[src/rtl/delta_fifo_ctrl_pkg.sv]
// Shared widths and word type for the delta FIFO controller.
package delta_fifo_ctrl_pkg;
  localparam int unsigned DELTA_WIDTH      = 28;
  localparam int unsigned DELTA_ADDR_WIDTH = 6;

  typedef logic [DELTA_WIDTH-1:0] delta_t;
endpackage

[src/rtl/delta_fifo_ctrl_if.sv]
// Input and output valid/ready streams of the delta FIFO controller.
interface delta_fifo_ctrl_if;
  import delta_fifo_ctrl_pkg::*;

  logic   in_valid;
  logic   in_ready;
  delta_t in_data;
  logic   out_valid;
  logic   out_ready;
  delta_t out_data;

  // Producer/consumer side
  modport master (
    output in_valid, in_data, out_ready,
    input  in_ready, out_valid, out_data
  );

  // Controller side
  modport slave (
    input  in_valid, in_data, out_ready,
    output in_ready, out_valid, out_data
  );
endinterface

[src/rtl/delta_out_skid.sv]
// Two-entry output buffer: captures RAM read returns, presents head on the output stream.
module delta_out_skid
  import delta_fifo_ctrl_pkg::*;
#(
  parameter int unsigned DATA_WIDTH = DELTA_WIDTH
) (
  input  logic                  clk,
  input  logic                  rst_n,
  input  logic                  flush,
  input  logic                  cap,
  input  logic [DATA_WIDTH-1:0] cap_data,
  input  logic                  out_ready,
  output logic                  out_valid,
  output logic [DATA_WIDTH-1:0] out_data,
  output logic [1:0]            ob_cnt
);

  logic [DATA_WIDTH-1:0] ob0;
  logic [DATA_WIDTH-1:0] ob1;
  logic                  pop;
  logic [1:0]            base;

  // Pop decode and capture slot (occupancy after this cycle's pop)
  always_comb begin
    out_valid = (ob_cnt != 2'd0);
    out_data  = ob0;
    pop       = out_valid && out_ready;
    base      = ob_cnt - {1'b0, pop};
  end

  // Shift on pop, then place returning data behind the surviving entries
  always_ff @(posedge clk or negedge rst_n) begin
    if (!rst_n) begin
      ob0    <= '0;
      ob1    <= '0;
      ob_cnt <= 2'd0;
    end else if (flush) begin
      ob_cnt <= 2'd0;
    end else begin
      if (pop) begin
        ob0 <= ob1;
      end
      if (cap) begin
        if (base == 2'd0) begin
          ob0 <= cap_data;
        end else begin
          ob1 <= cap_data;
        end
      end
      ob_cnt <= base + {1'b0, cap};
    end
  end

endmodule

[src/rtl/delta_fifo_ctrl.sv]
// Stream-to-SRAM circular FIFO controller with single-port read/write arbitration.
module delta_fifo_ctrl
  import delta_fifo_ctrl_pkg::*;
#(
  parameter int unsigned DATA_WIDTH = DELTA_WIDTH,
  parameter int unsigned ADDR_WIDTH = DELTA_ADDR_WIDTH,
  parameter int unsigned DEPTH      = 2**ADDR_WIDTH
) (
  input  logic                  clk,
  input  logic                  rst_n,
  input  logic                  flush,
  delta_fifo_ctrl_if.slave      bus,
  output logic [ADDR_WIDTH+1:0] count,
  output logic                  ram_write_en,
  output logic [ADDR_WIDTH-1:0] ram_addr_w,
  output logic [DATA_WIDTH-1:0] ram_data_in,
  output logic                  ram_read_en,
  output logic [ADDR_WIDTH-1:0] ram_addr_r,
  input  logic [DATA_WIDTH-1:0] ram_data_out
);

  localparam int unsigned PW = ADDR_WIDTH + 1;
  localparam int unsigned CW = ADDR_WIDTH + 2;

  logic [PW-1:0] wr_ptr;
  logic [PW-1:0] rd_ptr;
  logic [PW-1:0] ram_cnt;
  logic          inflight;
  logic          run;
  logic          read_pri;
  logic          wr_fire;
  logic          rd_fire;
  logic [1:0]    ob_cnt;

  // Port arbitration: write wins unless the output side would starve
  always_comb begin
    ram_cnt      = wr_ptr - rd_ptr;
    read_pri     = (ram_cnt != '0) && (ob_cnt == 2'd0) && !inflight;
    bus.in_ready = run && !flush && (ram_cnt < PW'(DEPTH)) && !read_pri;
    wr_fire      = bus.in_valid && bus.in_ready;
    rd_fire      = !flush && !wr_fire && (ram_cnt != '0)
                   && (({1'b0, ob_cnt} + {2'b00, inflight}) < 3'd2);
    ram_write_en = wr_fire;
    ram_addr_w   = wr_ptr[ADDR_WIDTH-1:0];
    ram_data_in  = wr_fire ? bus.in_data : '0;
    ram_read_en  = rd_fire;
    ram_addr_r   = rd_ptr[ADDR_WIDTH-1:0];
    count        = CW'(ram_cnt) + CW'(inflight) + CW'(ob_cnt);
  end

  // Pointers, read-in-flight flag and post-reset run enable
  always_ff @(posedge clk or negedge rst_n) begin
    if (!rst_n) begin
      wr_ptr   <= '0;
      rd_ptr   <= '0;
      inflight <= 1'b0;
      run      <= 1'b0;
    end else begin
      run <= 1'b1;
      if (flush) begin
        wr_ptr   <= '0;
        rd_ptr   <= '0;
        inflight <= 1'b0;
      end else begin
        if (wr_fire) begin
          wr_ptr <= wr_ptr + PW'(1);
        end
        if (rd_fire) begin
          rd_ptr <= rd_ptr + PW'(1);
        end
        inflight <= rd_fire;
      end
    end
  end

  delta_out_skid #(
    .DATA_WIDTH (DATA_WIDTH)
  ) u_out_skid (
    .clk       (clk),
    .rst_n     (rst_n),
    .flush     (flush),
    .cap       (inflight),
    .cap_data  (ram_data_out),
    .out_ready (bus.out_ready),
    .out_valid (bus.out_valid),
    .out_data  (bus.out_data),
    .ob_cnt    (ob_cnt)
  );

endmodule

[src/flat_wrapper.sv]
// flat-port wrapper written by rule: the top's interface ports become plain ports
module delta_fifo_ctrl_flat import delta_fifo_ctrl_pkg::*;
#(
  parameter int unsigned DATA_WIDTH = DELTA_WIDTH,
  parameter int unsigned ADDR_WIDTH = DELTA_ADDR_WIDTH,
  parameter int unsigned DEPTH      = 2**ADDR_WIDTH
)
  (clk, rst_n, flush, count, ram_write_en, ram_addr_w, ram_data_in, ram_read_en, ram_addr_r, ram_data_out, bus_in_valid, bus_in_data, bus_out_ready, bus_in_ready, bus_out_valid, bus_out_data);
  delta_fifo_ctrl_if bus_i ();
  input  logic clk;
  input  logic rst_n;
  input  logic flush;
  output logic [ADDR_WIDTH+1:0] count;
  output logic ram_write_en;
  output logic [ADDR_WIDTH-1:0] ram_addr_w;
  output logic [DATA_WIDTH-1:0] ram_data_in;
  output logic ram_read_en;
  output logic [ADDR_WIDTH-1:0] ram_addr_r;
  input  logic [DATA_WIDTH-1:0] ram_data_out;
  input wire logic [$bits(bus_i.in_valid)-1:0] bus_in_valid;
  input wire logic [$bits(bus_i.in_data)-1:0] bus_in_data;
  input wire logic [$bits(bus_i.out_ready)-1:0] bus_out_ready;
  output wire logic [$bits(bus_i.in_ready)-1:0] bus_in_ready;
  output wire logic [$bits(bus_i.out_valid)-1:0] bus_out_valid;
  output wire logic [$bits(bus_i.out_data)-1:0] bus_out_data;
  assign bus_i.in_valid = bus_in_valid;
  assign bus_i.in_data = bus_in_data;
  assign bus_i.out_ready = bus_out_ready;
  assign bus_in_ready = bus_i.in_ready;
  assign bus_out_valid = bus_i.out_valid;
  assign bus_out_data = bus_i.out_data;
  delta_fifo_ctrl #(.DATA_WIDTH(DATA_WIDTH), .ADDR_WIDTH(ADDR_WIDTH), .DEPTH(DEPTH)) u_core (.clk(clk), .rst_n(rst_n), .flush(flush), .bus(bus_i), .count(count), .ram_write_en(ram_write_en), .ram_addr_w(ram_addr_w), .ram_data_in(ram_data_in), .ram_read_en(ram_read_en), .ram_addr_r(ram_addr_r), .ram_data_out(ram_data_out));
endmodule
[config.mk]
export PLATFORM = sky130hd
export DESIGN_NAME = delta_fifo_ctrl_flat
export DESIGN_NICKNAME = d
export VERILOG_FILES = /design/src/rtl/delta_fifo_ctrl_pkg.sv /design/src/rtl/delta_fifo_ctrl_if.sv /design/src/rtl/delta_out_skid.sv /design/src/rtl/delta_fifo_ctrl.sv /design/src/flat_wrapper.sv
export SDC_FILE = /design/constraint.sdc
export NUM_CORES = 1
export LEC_CHECK = 0
export CAP_MARGIN = 10
export CORE_MARGIN = 8
export CORE_UTILIZATION = 41
export DETAILED_ROUTE_END_ITERATION = 8
export PLACE_DENSITY = 0.89
export SLEW_MARGIN = 20
export SYNTH_ARGS = -nofsm -noshare
export SYNTH_HDL_FRONTEND = slang
export SYNTH_SLANG_ARGS = --single-unit
[constraint.sdc]
create_clock -name clk -period 2.73 [get_ports clk]
set_clock_uncertainty 0.05 [all_clocks]
set_input_delay 0.273 -clock clk [delete_from_list [all_inputs] [get_ports clk]]
set_output_delay 0.273 -clock clk [all_outputs]
set_load 0.05 [all_outputs]
== Word level (Yosys, flattened, before mapping) ==
Index checks and enable logic that the tools add are counted.

* Input port bits: 61
* Output and inout port bits: 80
* Register bits: 74
* Word-level logic and storage cells: 50

* Multiplexer cells: 10
* Reduce and logical (&&, ||, !) cells: 21
* Magnitude comparators: 2
* Bitwise gates (word level): 2
* Add/sub/neg operators: 8

{| class="wikitable"
|+ Operators by type and width
! operator !! count
|-
| $mux 28 || 4
|-
| $mux 7 || 4
|-
| $add 7x1->7 const B || 2
|-
| $logic_and 1x1->1 || 10
|-
| $add 7x1->8 || 1
|-
| $add 8x2->8 || 1
|-
| $lt 7x7->1 const B || 1
|-
| $reduce_bool 7->1 || 1
|-
| $sub 7x7->7 || 1
|-
| $reduce_bool 2->1 || 3
|-
| $logic_not 1->1 || 4
|-
| $logic_not 2->1 || 2
|-
| $add 2x1->3 || 1
|-
| $lt 3x2->1 const B || 1
|-
| $reduce_and 3->1 || 1
|-
| $add 2x1->2 || 1
|-
| $mux 2 || 1
|-
| $not 1->1 || 2
|-
| $sub 2x1->2 || 1
|-
| $mux 1 || 1
|}

== Logic depth before layout (Yosys ltp) ==
* Word-level depth: 13
* Gate-level depth with buffers: 12
* Gate-level depth less buffers: 12

== By module ==
From an unflattened synthesis, not the netlist that was laid out.

* Cells, all modules: 360
* Area total of the unflattened synthesis: 4061.4 um^2

{| class="wikitable"
|+ By module, submodules not included
! module !! sequential area each (um^2) !! times used !! area an instance (um^2) !! cells each
|-
| delta_out_skid || 1451.4 || 1 || 2483.6 || 171
|-
| delta_fifo_ctrl || 400.4 || 1 || 1577.8 || 189
|}

== Worst setup path before layout ==
OpenSTA, ideal clock, no wires.

* Kind: register to output
* Start point: register u_core.wr_ptr[0]
* End point: output port ram_read_en
* Cell stages (with the launch flop): 12
* Arrival time: 3.428 ns
* Slack: -1.021 ns
* Path buffers: 0
* Data required time: 2.407 ns
* Cells stage by stage: dfrtp_1 -> inv_1 -> ha_1 -> inv_1 -> fa_1 -> nand3_1 -> a21oi_1 -> nor2_1 -> o41ai_2 -> nand2_2 -> clkinv_1 -> nor3_1

* Longest elaborated chain between the ends: 11
* Elaborated cells between the ends (all ways): 13
* Those cells by class: 1 x add/sub; 1 x order compare; 11 x reduce/logical

{| class="wikitable"
|+ RTL lines
! item !! line !! text
|-
| from (decl) || delta_fifo_ctrl.sv:25 || <nowiki>logic [PW-1:0] wr_ptr;</nowiki>
|-
| from (signal assigned) || delta_fifo_ctrl.sv:66 || <nowiki>wr_ptr <= wr_ptr + PW'(1);</nowiki>
|-
| $sub 7x7->7 * || delta_fifo_ctrl.sv:37 || <nowiki>ram_cnt = wr_ptr - rd_ptr;</nowiki>
|-
| parallel branches: the longest is 4 deep, another holds $lt 7x7->1 || - ||
|-
| $logic_and 1x1->1 * || delta_fifo_ctrl.sv:39 || <nowiki>bus.in_ready = run && !flush && (ram_cnt < PW'(DEPTH)) && !read_pri;</nowiki>
|-
| $logic_and 1x1->1 * || delta_fifo_ctrl.sv:40 || <nowiki>wr_fire = bus.in_valid && bus.in_ready;</nowiki>
|-
| net ram_write_en || flat_wrapper.sv:14 || <nowiki>output logic ram_write_en;</nowiki>
|-
| $logic_not 1->1 * || delta_fifo_ctrl.sv:41 || <nowiki>rd_fire = !flush && !wr_fire && (ram_cnt != '0)</nowiki>
|-
| $logic_and 1x1->1 * (2 in series) || delta_fifo_ctrl.sv:41 ||
|-
| $logic_and 1x1->1 * || delta_fifo_ctrl.sv:42 || <nowiki>&& (({1'b0, ob_cnt} + {2'b00, inflight}) < 3'd2);</nowiki>
|-
| to (decl) || flat_wrapper.sv:17 || <nowiki>output logic ram_read_en;</nowiki>
|}

Mark *: on every way through the listed nets, which the timed path passes.

== Final worst setup path ==
* Start point: register u_core.wr_ptr[0]
* End point: output port bus_in_ready

* Longest elaborated chain between the ends: 6
* Elaborated cells between the ends (all ways): 8
* Those cells by class: 1 x add/sub; 1 x order compare; 6 x reduce/logical

{| class="wikitable"
|+ RTL lines
! item !! line !! text
|-
| $sub 7x7->7 * || delta_fifo_ctrl.sv:37 ||
|-
| parallel branches: the longest is 4 deep, another holds $lt 7x7->1 || - ||
|-
| $logic_and 1x1->1 * || delta_fifo_ctrl.sv:39 ||
|-
| to (decl) || flat_wrapper.sv:23 || <nowiki>output wire logic [$bits(bus_i.in_ready)-1:0] bus_in_ready;</nowiki>
|}

Mark *: on every way between the ends.

==> metrics <==
Row Count 36; largest net degree at the start of global routing 75; DIE AREA 13230 um2; leakage 0.002896 uW; Num CTS Buffers 9; Inst Count DP 674; internal reg-to-reg setup slack -0.26 ns; Initial Util 0.4169; Antenna Cells 0; port bufs 140; crit path time final 3.172 ns; CTS H-tree depth 3; DR pass1 iterations 7; Final Util 0.7135; HP Class input pin to async pin; failing checks negative setup slack; nets 641; Worst Path Required 2.41 ns; die width 115.0 um; die height 115.0 um; non-filler cells, final 704; vias 3980; Slew @ Worst Pin 0.9373 ns; number of synthesized register bits 74; Mapped Cells 400; Power Density 1273 nW/um2; clock sink total 74; I/O Pins 141; RD Place Congestion 0.9208; clk_lat worst skew 0.36 ns; run status finished with violations; max cap viols 0; final setup violation count 50; post-DP HPWL 9294 um; CTS root buffer clkbuf_8; post-synthesis sequential area ratio 0.4608; final hold viol count 0; CP Capture Type primary output; Initial DRC Count 293; Placed Area 6167 um2; Routed Antenna Nets 0; Worst Path Arrival 2.85 ns; Slew headroom 0.3751; peak supply drop 1145 uV; yosys warns 0; CP Class register to primary output; clock slew at reported path FFs 0.09 ns; Hold Buf Count CTS 0; gr usage total 0.2145; RSZ-0062 raised after global routing true; Worst Reg2Reg Path Length in Cells 17; total global routing overflow 0; fmax 315.3 MHz; FILL cells 654; ratio of cells with drive above 1 in the final layout 0.3853; first-pass GRT wire length 22090 um; final wirelength 14720 um; vias in the first global route 4171; Layout area overhead 71.14%; Yosys cell types 48; Post-Syn Area per Cell 10.05 um2; Setup WS post-layout -0.4420 ns; CTS tree built; reg2reg end u_core.wr_ptr[4]$_DFFE_PN0P_; core area 9639 um2; Worst Path Max Fanout 9; Final period util 1.162; hold slack 0.02002 ns; Setup crit start kind register; Finished Cell Area 6878 um2; Longest Clk Path Bufs 2; Final Max Tran Viols 0; via/cell ratio 5.653; post-synth net total 475; Synth Cell Area 4019 um2; DRC viols 0; R2R Path Start u_core.wr_ptr[0]$_DFFE_PN0P_; initial antenna violation count 0; WL/cell 20.91 um
## per-stage QoR
stage                     setup WS (ns)  TNS [ns]  total power [uW]
after floorplan                 -0.1743    -3.875              4859
after global placement         -0.03977   -0.3492              6814
after detailed placement        -0.1554    -2.799              7003
after CTS                       -0.3589    -11.42              8412
after global routing            -0.5193    -19.15              9187
final                           -0.4420    -15.21              8754
## final cells by class
type                       instances  area (um2)  share of cell area
multi-input combinational        274        2375              0.3453
timing repair buffer             187        2217              0.3224
sequential                        74        1853              0.2694
tap                              133       166.4             0.02420
clock buffer                      10       137.6             0.02001
inverter                          20       80.08             0.01164
clock inverter                     6       48.80            0.007095
## synthesized netlist by cell type, drive strengths merged
| master | number | share of area |
|---|---|---|
| a2111o | 1 | 0.0028 |
| a21bo | 1 | 0.0025 |
| a21o | 1 | 0.0019 |
| a21oi | 13 | 0.016 |
| a22oi | 28 | 0.052 |
| a311oi | 1 | 0.0037 |
| and2 | 3 | 0.0047 |
| and3 | 31 | 0.048 |
| and4 | 1 | 0.0022 |
| and4b | 1 | 0.0025 |
| buf | 16 | 0.031 |
| clkbuf | 17 | 0.016 |
| clkinv | 1 | 0.00093 |
| conb | 1 | 0.00093 |
| dfrtp | 74 | 0.46 |
| fa | 3 | 0.015 |
| ha | 11 | 0.034 |
| inv | 19 | 0.018 |
| mux2 | 29 | 0.082 |
| mux2i | 3 | 0.0075 |
| nand2 | 39 | 0.037 |
| nand2b | 5 | 0.0078 |
| nand3 | 9 | 0.011 |
| nand3b | 2 | 0.0037 |
| nand4 | 3 | 0.0047 |
| nor2 | 16 | 0.015 |
| nor2b | 2 | 0.0031 |
| nor3 | 3 | 0.0037 |
| nor3b | 2 | 0.0037 |
| nor4 | 1 | 0.0016 |
| o21ai | 34 | 0.042 |
| o21bai | 1 | 0.0019 |
| o311ai | 1 | 0.0065 |
| o31ai | 3 | 0.0056 |
| o41ai | 2 | 0.0062 |
| or2 | 3 | 0.0047 |
| or3 | 4 | 0.0062 |
| or4 | 2 | 0.0037 |
| xnor2 | 5 | 0.011 |
| xor2 | 8 | 0.017 |
## sequential cells by signal, indices dropped and copies added (netlist names)
name,cells
u_core.inflight,1
u_core.rd_ptr,7
u_core.run,1
u_core.u_out_skid.ob1,28
u_core.u_out_skid.ob_cnt,2
u_core.u_out_skid.out_data,28
u_core.wr_ptr,7
## worst max-delay path, stage by stage (launching register included)
cell and delay [ns]:
dfrtp_1 0.40, inv_2 0.09, ha_4 0.16, inv_2 0.04, fa_2 0.37, nand3_2 0.10
and3_4 0.21, nor2_4 0.06, o41ai_4 0.35, buf_6 0.18, buf_12 0.13, and4b_2 0.26
buf_12 0.14
## worst max-delay path by stage
stage / end / from / depth (start not counted)
finish: bus_in_ready / u_core.wr_ptr[0]$_DFFE_PN0P_ / 12
global route: bus_in_ready / u_core.wr_ptr[0]$_DFFE_PN0P_ / 12
CTS: count[7] / u_core.rd_ptr[0]$_DFFE_PN0P_ / 11
floorplan: bus_in_ready / u_core.wr_ptr[5]$_DFFE_PN0P_ / 7
global placement: u_core.u_out_skid.out_data[13]$_DFFE_PN0N_ / bus_out_ready / 9
detailed placement: u_core.u_out_skid.out_data[15]$_DFFE_PN0N_ / bus_out_ready / 9
## what timing repair did
item	CTS	global route
pin swaps	20	25
setup endpoints to repair	74	53
gates cloned	1	2
setup buffers	9	4
gates resized for setup	62	28
## power breakdown
| group | leakage [uW] | internal, uW | switching, uW |
|---|---|---|---|
| Clock | 0.0000855 | 362 | 444 |
| Sequential | 0.000926 | 1550 | 262 |
| Combinational | 0.00188 | 2650 | 3490 |
## routing by layer
metal / vias to the layer above / wire (um) / track usage
li1: 1737 / - / -
met1: 2002 / 5518 / 0.2381
met2: 197 / 7862 / 0.3862
met3: 44 / 844 / 0.04989
met4: 0 / 494 / 0.08669
met5: - / 0 / 0
## placed cells by master, fill, tap and decap left out, drive strengths merged, types with 4 or more instances in the layout
master and instances:
a21oi 13, nand3 9, nor2 17, mux2 29, nand2 39, xor2 8, inv 21, or3 4
xnor2 5, dfrtp 74, nand2b 5, clkdlybuf4s50 99, clkbuf 11, buf 87, ha 11, a22oi 28
o21ai 34, and3 31
## kinds of logic after synthesis
family,synth area share
AND/OR/NAND/NOR,0.1638
adder cells (fa/ha/maj),0.04919
multiplexers,0.08966
other,0.0009331
flip-flops,0.4608
buffers and inverters,0.06538
XOR/XNOR,0.02833
AO/OA/AOI/OAI,0.1420
Note: power is estimated with default switching activity, not from simulation.
